`src/rtl/muldiv_sequencer.sv`:
```
// Sequences the shared MULT and DIV units for the Control FSM: start pulse,
// wait for the unit's stop flag, then a single HI/LO write, exception or timeout.
module muldiv_sequencer #(
    parameter int TIMEOUT = 40,
    parameter int CW      = 6
) (
    input  logic          clk,
    input  logic          reset,
    input  logic          req_mult,
    input  logic          req_div,
    input  logic          abort,
    input  logic          mult_stop,
    input  logic          div_stop,
    input  logic          div_zero,
    output logic          ctrl_mult,
    output logic          ctrl_div,
    output logic          ctrl_hilo,
    output logic          hi_lo_write,
    output logic          busy,
    output logic          done,
    output logic          div_zero_exc,
    output logic          timeout_err,
    output logic [CW-1:0] last_cycles
);

    typedef enum logic [2:0] {
        IDLE  = 3'd0,
        START = 3'd1,
        WAIT  = 3'd2,
        WRITE = 3'd3,
        DONE  = 3'd4,
        EXC   = 3'd5,
        TERR  = 3'd6
    } state_t;

    localparam logic [CW-1:0] CNT_LAST = CW'(TIMEOUT - 1);
    localparam logic [CW-1:0] CNT_MAX  = '1;

    state_t        state_q, state_d;
    logic [CW-1:0] cnt_q, cnt_d;
    logic          op_q, op_d;
    logic [CW-1:0] last_cycles_q, last_cycles_d;
    logic          ctrl_mult_q, ctrl_mult_d;
    logic          ctrl_div_q, ctrl_div_d;
    logic          ctrl_hilo_q, ctrl_hilo_d;
    logic          hi_lo_write_q, hi_lo_write_d;
    logic          busy_q, busy_d;
    logic          done_q, done_d;
    logic          div_zero_exc_q, div_zero_exc_d;
    logic          timeout_err_q, timeout_err_d;
    logic          sel_stop;

    // Only the unit that was started may end the wait; the other flag is ignored.
    assign sel_stop = op_q ? mult_stop : div_stop;

    always_comb begin
        state_d       = state_q;
        cnt_d         = cnt_q;
        op_d          = op_q;
        last_cycles_d = last_cycles_q;

        case (state_q)
            IDLE: begin
                if (req_mult) begin
                    state_d = START;
                    op_d    = 1'b1;
                end else if (req_div) begin
                    state_d = START;
                    op_d    = 1'b0;
                end
            end
            START: begin
                cnt_d   = '0;
                state_d = WAIT;
            end
            WAIT: begin
                cnt_d = (cnt_q == CNT_MAX) ? cnt_q : cnt_q + CW'(1);
                if (abort) begin
                    state_d = IDLE;
                end else if (sel_stop) begin
                    if (!op_q && div_zero) begin
                        state_d = EXC;
                    end else begin
                        state_d       = WRITE;
                        last_cycles_d = cnt_q + CW'(1);
                    end
                end else if (cnt_q == CNT_LAST) begin
                    state_d = TERR;
                end
            end
            WRITE:   state_d = DONE;
            DONE:    state_d = IDLE;
            EXC:     state_d = IDLE;
            TERR:    state_d = IDLE;
            default: state_d = IDLE;
        endcase

        // Outputs are decoded from the next state so they appear registered.
        ctrl_mult_d    = (state_d == START) && op_d;
        ctrl_div_d     = (state_d == START) && !op_d;
        ctrl_hilo_d    = (state_d == START) ? op_d : ctrl_hilo_q;
        hi_lo_write_d  = (state_d == WRITE);
        busy_d         = (state_d == START) || (state_d == WAIT) || (state_d == WRITE);
        done_d         = (state_d == DONE);
        div_zero_exc_d = (state_d == EXC);
        timeout_err_d  = (state_d == TERR);
    end

    always_ff @(posedge clk or posedge reset) begin
        if (reset) begin
            state_q        <= IDLE;
            cnt_q          <= '0;
            op_q           <= 1'b0;
            last_cycles_q  <= '0;
            ctrl_mult_q    <= 1'b0;
            ctrl_div_q     <= 1'b0;
            ctrl_hilo_q    <= 1'b0;
            hi_lo_write_q  <= 1'b0;
            busy_q         <= 1'b0;
            done_q         <= 1'b0;
            div_zero_exc_q <= 1'b0;
            timeout_err_q  <= 1'b0;
        end else begin
            state_q        <= state_d;
            cnt_q          <= cnt_d;
            op_q           <= op_d;
            last_cycles_q  <= last_cycles_d;
            ctrl_mult_q    <= ctrl_mult_d;
            ctrl_div_q     <= ctrl_div_d;
            ctrl_hilo_q    <= ctrl_hilo_d;
            hi_lo_write_q  <= hi_lo_write_d;
            busy_q         <= busy_d;
            done_q         <= done_d;
            div_zero_exc_q <= div_zero_exc_d;
            timeout_err_q  <= timeout_err_d;
        end
    end

    assign ctrl_mult    = ctrl_mult_q;
    assign ctrl_div     = ctrl_div_q;
    assign ctrl_hilo    = ctrl_hilo_q;
    assign hi_lo_write  = hi_lo_write_q;
    assign busy         = busy_q;
    assign done         = done_q;
    assign div_zero_exc = div_zero_exc_q;
    assign timeout_err  = timeout_err_q;
    assign last_cycles  = last_cycles_q;

endmodule

```
`config.mk`:
```
export PLATFORM = sky130hd
export DESIGN_NAME = muldiv_sequencer
export DESIGN_NICKNAME = d
export VERILOG_FILES = /design/src/rtl/muldiv_sequencer.sv
export SDC_FILE = /design/constraint.sdc
export NUM_CORES = 1
export LEC_CHECK = 0
export CORE_MARGIN = 4
export CORE_UTILIZATION = 44
export DETAILED_ROUTE_END_ITERATION = 7
export PLACE_DENSITY = 0.73
export SYNTH_ARGS = -nofsm -noshare
export SYNTH_HDL_FRONTEND = slang
export SYNTH_SLANG_ARGS = --single-unit
```
`constraint.sdc`:
```
create_clock -name clk -period 1.5 [get_ports clk]
set_input_delay 0.375 -clock clk [delete_from_list [all_inputs] [get_ports clk]]
set_output_delay 0.375 -clock clk [all_outputs]
set_load 0.01 [all_outputs]
```
==> impl_results.md, run 1 <==
- Unrepaired setup endpoints after global routing: true
- H-tree levels: 1
- Detail Route Antenna Nets: 0
- Flop and latch count out of synthesis: 24
- CP required: around 1.7 ns
- Status: complete, no violations
- Routed vias/inst: 5.154
- Placed cell area: between 0.001 and 0.0015 mm²
- Slew Viols, Final: 0
- Initial Util: approximately 47%
- GR Util met3: under 10%
- Slew at the pin closest to its max-slew limit: between 0.3 and 0.4 ns
- CTS buffer count: 3
- HPWL after DPL: 1695 µm
- Met1 Use GR: roughly a fifth
- Die width: 56.93 µm
- Post-Route WL: roughly 2200 µm
- Complex-gate fraction of the synthesized area: 13.30%
- Critical Path AT: between 1.5 and 2 ns
- Synth Area in Simple Gates: 21.02%
- Sw Ratio: approximately a third
- Num Clock Sinks: 24
- Synthesized net count: between 100 and 150
- Leakage: approximately 0.00075 µW
- I/O Buffers: 21
- Warnings, synthesis: 0
- # setup viols final: 0
- Startpoint types: primary input
- Largest net degree at the start of global routing: 25
- Routability cong.: a little over 0.9
- Wire per inst: between 10 and 15 µm
- Worst Reg-to-Reg Cells: 6
- Met2 usage: 23.65%
- Hold Path Class: in2async
- Antenna diode count: 0
- Worst-case clock skew: just over 0.007 ns
- Tcrit/Tclk final: between 90% and 100%
- Clock transition at path regs: 0.13 ns
- Post-synthesis sequential area ratio: a little under three fifths
- Root Driver: clkbuf_4
- DR iter-0 viols: 14
- Core ar.: roughly 0.0023 mm²
- Power density cells: ~1600 mW/mm²
- Die Footprint: 0.003241 mm²
- Fin. Hold Viols: 0
- Main combinational cell family by area after synthesis: simple AND/OR/NAND/NOR gates
- Layout cells sized above 1: 25.85%
- Hold_buf cts: 0
- Reg-to-Reg Start: cnt_q[0]
- Crit. End Element: flop
- GRT Max-Usage Layer: met2
- Final #Nets: 157
- Max-cap violations: 0
- Mux contribution to synthesized area: 0%
- Relative slew slack: between 70% and 80%
- Synth Area in XOR/XNOR: 3.325%
- Vias in the first global route: between 800 and 900
- Final Instance Area: 0.001485 mm²
- DR pass1 iterations: 4
- Max Freq: roughly 690 MHz
- Synth unique cells: 28
- CTS tree: done
- # DRC: 0
- Die Y: around 57 µm
- Total power draw: about 2300 µW
- Post-Syn Area per Cell: 10.03 µm²
- Critical path class: in2reg
- Worst Path Max Fanout: 4
- Post-Synth Adder-Cell Area: 1.188%
- Clk Latency, worst-skew pair: ~0.31 ns
- Logic pwr share: between 40% and 50%
- Max Root-Sink Buffers: 2
- VDD IR max: about 0.0011 V
- Area Growth Syn to Fin: 40.97%
- Sequential share of power: approximately two fifths
- Worst setup startpoint: div_stop
- First-pass GRT wire length: about 3800 µm
- Post-synthesis cell area: 0.001054 mm²
- Hold_ws: 0.3960 ns
- Int Pwr: ~1500 µW
- Initial antenna violation count: 0
- Min cycle time layout: around 1.5 ns
- Total gr overflow: 0
- Net switching power figure: about 800 µW
- Io pins: 22
- Clock network fraction of total power: between 10% and 20%
- Std cell rows: 17
- Synth Instances: 105
- Total track usage: approximately 15%
- Vias post-DR: around 900
-- through the flow --
step	setup slack, ns	cells	utilization (%)	TNS (ns)
detailed placement	-0.3638	169	63.21	-3.253
finish	0.04170	175	65.87	0
floorplan	0.02678	105	-	0
CTS	0.005403	173	64.04	0
global placement	-0.2814	169	63.21	-2.703
global route	-0.07944	175	65.87	-0.2057
-- layer usage --
| layer | wire length (µm) | vias up |
|---|---|---|
| li1 | - | 442 |
| met1 | 975 | 426 |
| met5 | 0 | - |
| met2 | 1055 | 27 |
| met3 | 106 | 7 |
| met4 | 41 | 0 |
-- worst paths after layout --
check                                 end  slack (ns)
min in group clk           last_cycles[1]        0.49
max reg2reg                          busy        0.05
min reg2reg                last_cycles[1]        0.49
max                                  busy        0.04
min                              cnt_q[2]        0.40
max in group asynchronous            op_q        0.87
-- cells in the mapped netlist --
cell type  count  area, µm²
nand2b_1       1      6.260
a21oi_1        3      15.01
nor3b_1        2      15.01
xor2_1         2      17.52
nor3b_2        1      12.51
o21ai_1        1      5.000
ha_1           1      12.51
a311oi_1       1      8.760
nor2b_1        1      6.260
or2_2          1      6.260
and2b_2        1      8.760
o211ai_1       2      15.01
nand3_1        8      40.04
o41ai_2        1      16.27
inv_1          9      33.78
buf_2          2      10.01
o21ai_0       13      65.06
nor2_1         6      22.52
and3_2         1      7.510
nand3b_1       2      15.01
a31oi_1        1      6.260
or3b_4         1      11.26
o31a_1         1      8.760
xnor2_1        2      17.52
dfrtp_1       24      600.6
and2_1         2      12.51
nand2_1       14      52.55
nor3_1         1      5.000
-- power by group through the flow --
stage | sequential (µW) | combinational [µW] | clock [µW]
after global placement | 943 | 1020 | 0
after detailed placement | 949 | 1050 | 0
final | 932 | 1050 | 331
after CTS | 931 | 993 | 336
after floorplan | 991 | 480 | 0
after global routing | 962 | 1170 | 369
-- layout make-up --
| cell class | instances | area, µm² |
|---|---|---|
| well taps | 28 | 35.03 |
| inverters | 9 | 33.78 |
| flip-flops and latches | 24 | 600.6 |
| multi-input cells | 70 | 444.2 |
| fillers | 224 | 769.5 |
| repair buffers | 40 | 335.3 |
| clock buffers | 4 | 36.28 |
-- worst max-delay path, stage by stage --
cell and delay [ns]:
clkdlybuf4s50_1 0.49, nor2b_2 0.19, a311oi_2 0.06, o41ai_2 0.33, buf_4 0.18, a21oi_2 0.03
-- flip-flops by register name, indices dropped and copies added, names as in the netlist --
| signal | flops |
|---|---|
| hi_lo_write | 1 |
| timeout_err | 1 |
| div_zero_exc | 1 |
| last_cycles | 6 |
| state_q | 3 |
| done | 1 |
| cnt_q | 6 |
| ctrl_hilo | 1 |
| ctrl_mult | 1 |
| ctrl_div | 1 |
| op_q | 1 |
| busy | 1 |
-- layout by cell type, fill, tap and decap left out, drive strengths merged --
master / count
and2: 2
a31oi: 1
buf: 19
inv: 9
nor3b: 3
ha: 1
or3b: 1
dfrtp: 24
clkbuf: 4
o31a: 1
and3: 1
clkdlybuf4s50: 7
nand3b: 2
dlygate4sd2: 14
xnor2: 2
nor2b: 1
nand3: 8
a311oi: 1
or2: 1
nand2: 14
nor2: 6
o41ai: 1
o21ai: 14
xor2: 2
nand2b: 1
o211ai: 2
a21oi: 3
and2b: 1
nor3: 1
-- timing repair --
action                                  CTS  global route
gates resized for setup                  14             8
endpoints found under the setup margin   16            11
pin swaps                                 1             1
buffers inserted                          0             2
-- logic make-up after synthesis --
logic type      after synthesis
compound gates               23
xor+xnor                      4
fa+ha+maj                     1
buf+inv                      11
flops                        24
simple gates                 42
(Power assumes the default switching activity.)
==> run 2, diff against run 1 <==
--- a/config.mk
+++ b/config.mk
@@ -7,6 +7,7 @@
 export LEC_CHECK = 0
 export CORE_MARGIN = 4
 export CORE_UTILIZATION = 44
+export CTS_CLUSTER_SIZE = 16
 export DETAILED_ROUTE_END_ITERATION = 7
 export PLACE_DENSITY = 0.73
 export SYNTH_ARGS = -nofsm -noshare
==> results of run 2 <==
Final layout, timing and power as in run 1 (identical DEF).
==> run 3, diff against run 2 <==
--- a/config.mk
+++ b/config.mk
@@ -5,7 +5,7 @@
 export SDC_FILE = /design/constraint.sdc
 export NUM_CORES = 1
 export LEC_CHECK = 0
-export CORE_MARGIN = 4
+export CORE_MARGIN = 2
 export CORE_UTILIZATION = 44
 export CTS_CLUSTER_SIZE = 16
 export DETAILED_ROUTE_END_ITERATION = 7
==> run 3 against run 2 <==
  * Die area is 14% lower
  * Critical path depth is 1 lower
  * Flip-flop and latch count stayed put
  * Wire length is 5.0% lower
  * Clock-buffer cell count is 1 lower
  * Largest power group unchanged
  * Critical endpoint is now timeout_err
  * First-iteration DRC count is 14% lower
  * Largest cell class unchanged
==> impl_results.md, run 3 (same netlist as run 1, synthesis figures left out) <==
- Hold_buf cts: 0 (unchanged)
- Largest net degree at the start of global routing: 25 (unchanged)
- Reg2Reg Setup Slack: 0.07 ns (was 0.05 ns)
- CP bufs+invs: 1 (was 2)
- Startpoint types: primary input (unchanged)
- Die Footprint: 0.002802 mm² (was 0.003241 mm²)
- Die Y: 52.93 µm (was 56.93 µm)
- # DRC: 0 (unchanged)
- DR pass1 iterations: 4 (unchanged)
- DP Worst Slack: -0.3530 ns (was -0.3638 ns)
- Slew Viols, Final: 0 (unchanged)
- Hold Path Class: in2async (unchanged)
- Tcrit/Tclk final: 97.79% (was 97.22%)
- Total gr overflow: 0 (unchanged)
- Worst Path Max Fanout: 4 (unchanged)
- Worst-case clock skew: 0.003030 ns (was 0.007252 ns)
- Max Root-Sink Buffers: 2 (unchanged)
- Final Worst Setup Slack: 0.03314 ns (was 0.04170 ns)
- Clock network fraction of total power: 12.3% (was 14.3%)
- Max-cap violations: 0 (unchanged)
- Critical Path AT: 1.72 ns (was 1.67 ns)
- CP required: 1.75 ns (was 1.71 ns)
- CTS buffer count: 3 (unchanged)
- Die width: 52.93 µm (was 56.93 µm)
- Max Freq: 681.7 MHz (was 685.7 MHz)
- Io pins: 22 (unchanged)
- Routed vias/inst: 4.982 (was 5.154)
- # setup viols final: 0 (unchanged)
- CTS tree: done (unchanged)
- Worst reg2reg path endpoint: timeout_err (was busy)
- Max incr delay on CP: 0.49 ns (about the same)
- Unrepaired setup endpoints after global routing: true (unchanged)
- Vias in the first global route: 840 (was 887)
- Layout cells sized above 1: 21.68% (was 25.85%)
- Core ar.: 0.002233 mm² (was 0.002255 mm²)
- Clock transition at path regs: 0.12 ns (was 0.13 ns)
- Power density cells: 1502 mW/mm² (was 1561 mW/mm²)
- Int Pwr: 1394 µW (was 1500 µW)
- Post-Route WL: 2069 µm (was 2178 µm)
- Total power draw: 2179 µW (was 2318 µW)
- Crit. End Element: flop (unchanged)
- Worst Reg-to-Reg Cells: 5 (was 6)
- Std cell rows: 17 (unchanged)
- Most common cell after layout, fill and taps aside: dfrtp_1 (unchanged)
- Most frequent cells in the layout: dfrtp_1 (24), nand2_1 (14), dlygate4sd2_1 (14), buf_4 (14), o21ai_0 (11) (was dfrtp_1 (24), buf_4 (19), nand2_1 (14), dlygate4sd2_1 (14), o21ai_0 (13))
- Min cycle time layout: 1.467 ns (was 1.458 ns)
- Slew at the pin closest to its max-slew limit: 0.3617 ns (was 0.3713 ns)
- I/O Buffers: 21 (unchanged)
- Total track usage: 17.96% (was 14.75%)
- VDD IR max: 0.0009224 V (was 0.001050 V)
- Reg-to-Reg Start: cnt_q[0] (unchanged)
- Slowest stage cell, crit path: clkdlybuf4s50_1 (unchanged)
- Worst setup startpoint: div_stop (unchanged)
- Antenna diode count: 0 (unchanged)
- Routability cong.: 0.8090 (was 0.9113)
- Largest delay share family, worst path: buffers and inverters (unchanged)
- Root Driver: clkbuf_4 (unchanged)
- Layout Utilization: 64.93% (was 65.87%)
- Critical path class: in2reg (unchanged)
- First-pass GRT wire length: 3588 µm (was 3788 µm)
- HPWL after DPL: 1620 µm (was 1695 µm)
- Clk Latency, worst-skew pair: 0.30 ns (was 0.31 ns)
- Detail Route Antenna Nets: 0 (unchanged)
- Wire per inst: 12.10 µm (was 12.45 µm)
- Vias post-DR: 852 (was 902)
- Logic pwr share: 44.8% (was 45.5%)
- Area Growth Syn to Fin: 37.65% (was 40.97%)
- Final #Nets: 154 (was 157)
- Fin. Hold Viols: 0 (unchanged)
- Initial Util: 47.17% (was 46.73%)
- Sw Ratio: 36.04% (was 35.28%)
- Relative slew slack: 75.63% (was 74.98%)
- Crit-path cells: clkdlybuf4s50_1 > nor2b_1 > a311oi_2 > o41ai_2 > and3_4 (was clkdlybuf4s50_1 > nor2b_2 > a311oi_2 > o41ai_2 > buf_4 > a21oi_2)
- DR iter-0 viols: 12 (was 14)
- Status: complete, no violations (unchanged)
- Placed cell area: 0.001410 mm² (was 0.001425 mm²)
- Net switching power figure: 785.1 µW (was 817.6 µW)
- Sequential share of power: 43.0% (was 40.2%)
- Num Clock Sinks: 24 (unchanged)
- Initial antenna violation count: 0 (unchanged)
- H-tree levels: 1 (unchanged)
- Final Instance Area: 0.001450 mm² (was 0.001485 mm²)
- Leakage: 0.0007342 µW (was 0.0007525 µW)
-- run 3: routing by layer --
metal,vias up,routed length (µm),track usage [%]
met4,0,25,7.692
met3,4,84,2.542
met5,-,0,0
li1,437,-,-
met1,394,936,20.96
met2,17,1023,32.50
-- run 3: how the worst max path moves through the flow --
stage	endpoint	slack (ns)	cells past startpoint
CTS	timeout_err	0.03	5
global route	div_zero_exc	-0.11	5
floorplan	div_zero_exc	0.03	5
detailed placement	div_zero_exc	-0.35	5
finish	timeout_err	0.03	5
global placement	div_zero_exc	-0.29	5
-- run 3: final cells by class --
cell class / count / area (µm²)
fill: 205 / 783.3
sequential: 24 / 600.6
multi-input combinational: 70 / 437.9
timing repair buffer: 37 / 320.3
tap: 28 / 35.03
inverter: 9 / 33.78
clock buffer: 3 / 22.52
-- run 3: tightest hold or removal path: stages --
cell and delay (ns):
clkdlybuf4s50_1 0.40, inv_1 0.05, buf_4 0.28
-- run 3: what timing repair did --
action | CTS | global route
gates cloned | 0 | 0
endpoints found under the setup margin | 16 | 12
buffers inserted | 0 | 1
pin swaps | 1 | 2
gates resized for setup | 14 | 9
-- run 3: stage by stage --
stage	cells	TNS (ns)	hold slack [ns]
detailed placement	167	-2.931	0.4667
finish	171	0	0.4080
CTS	170	0	0.4195
global placement	167	-2.650	0.4612
floorplan	105	0	0.3896
global route	171	-0.1965	0.4482
-- run 3: power by group through the flow --
stage                     clock [µW]  combinational (µW)  sequential [µW]
final                            267                 975              937
after global routing             293                1100              967
after CTS                        282                 946              931
after detailed placement           0                1010              949
after global placement             0                 974              942
after floorplan                    0                 480              991
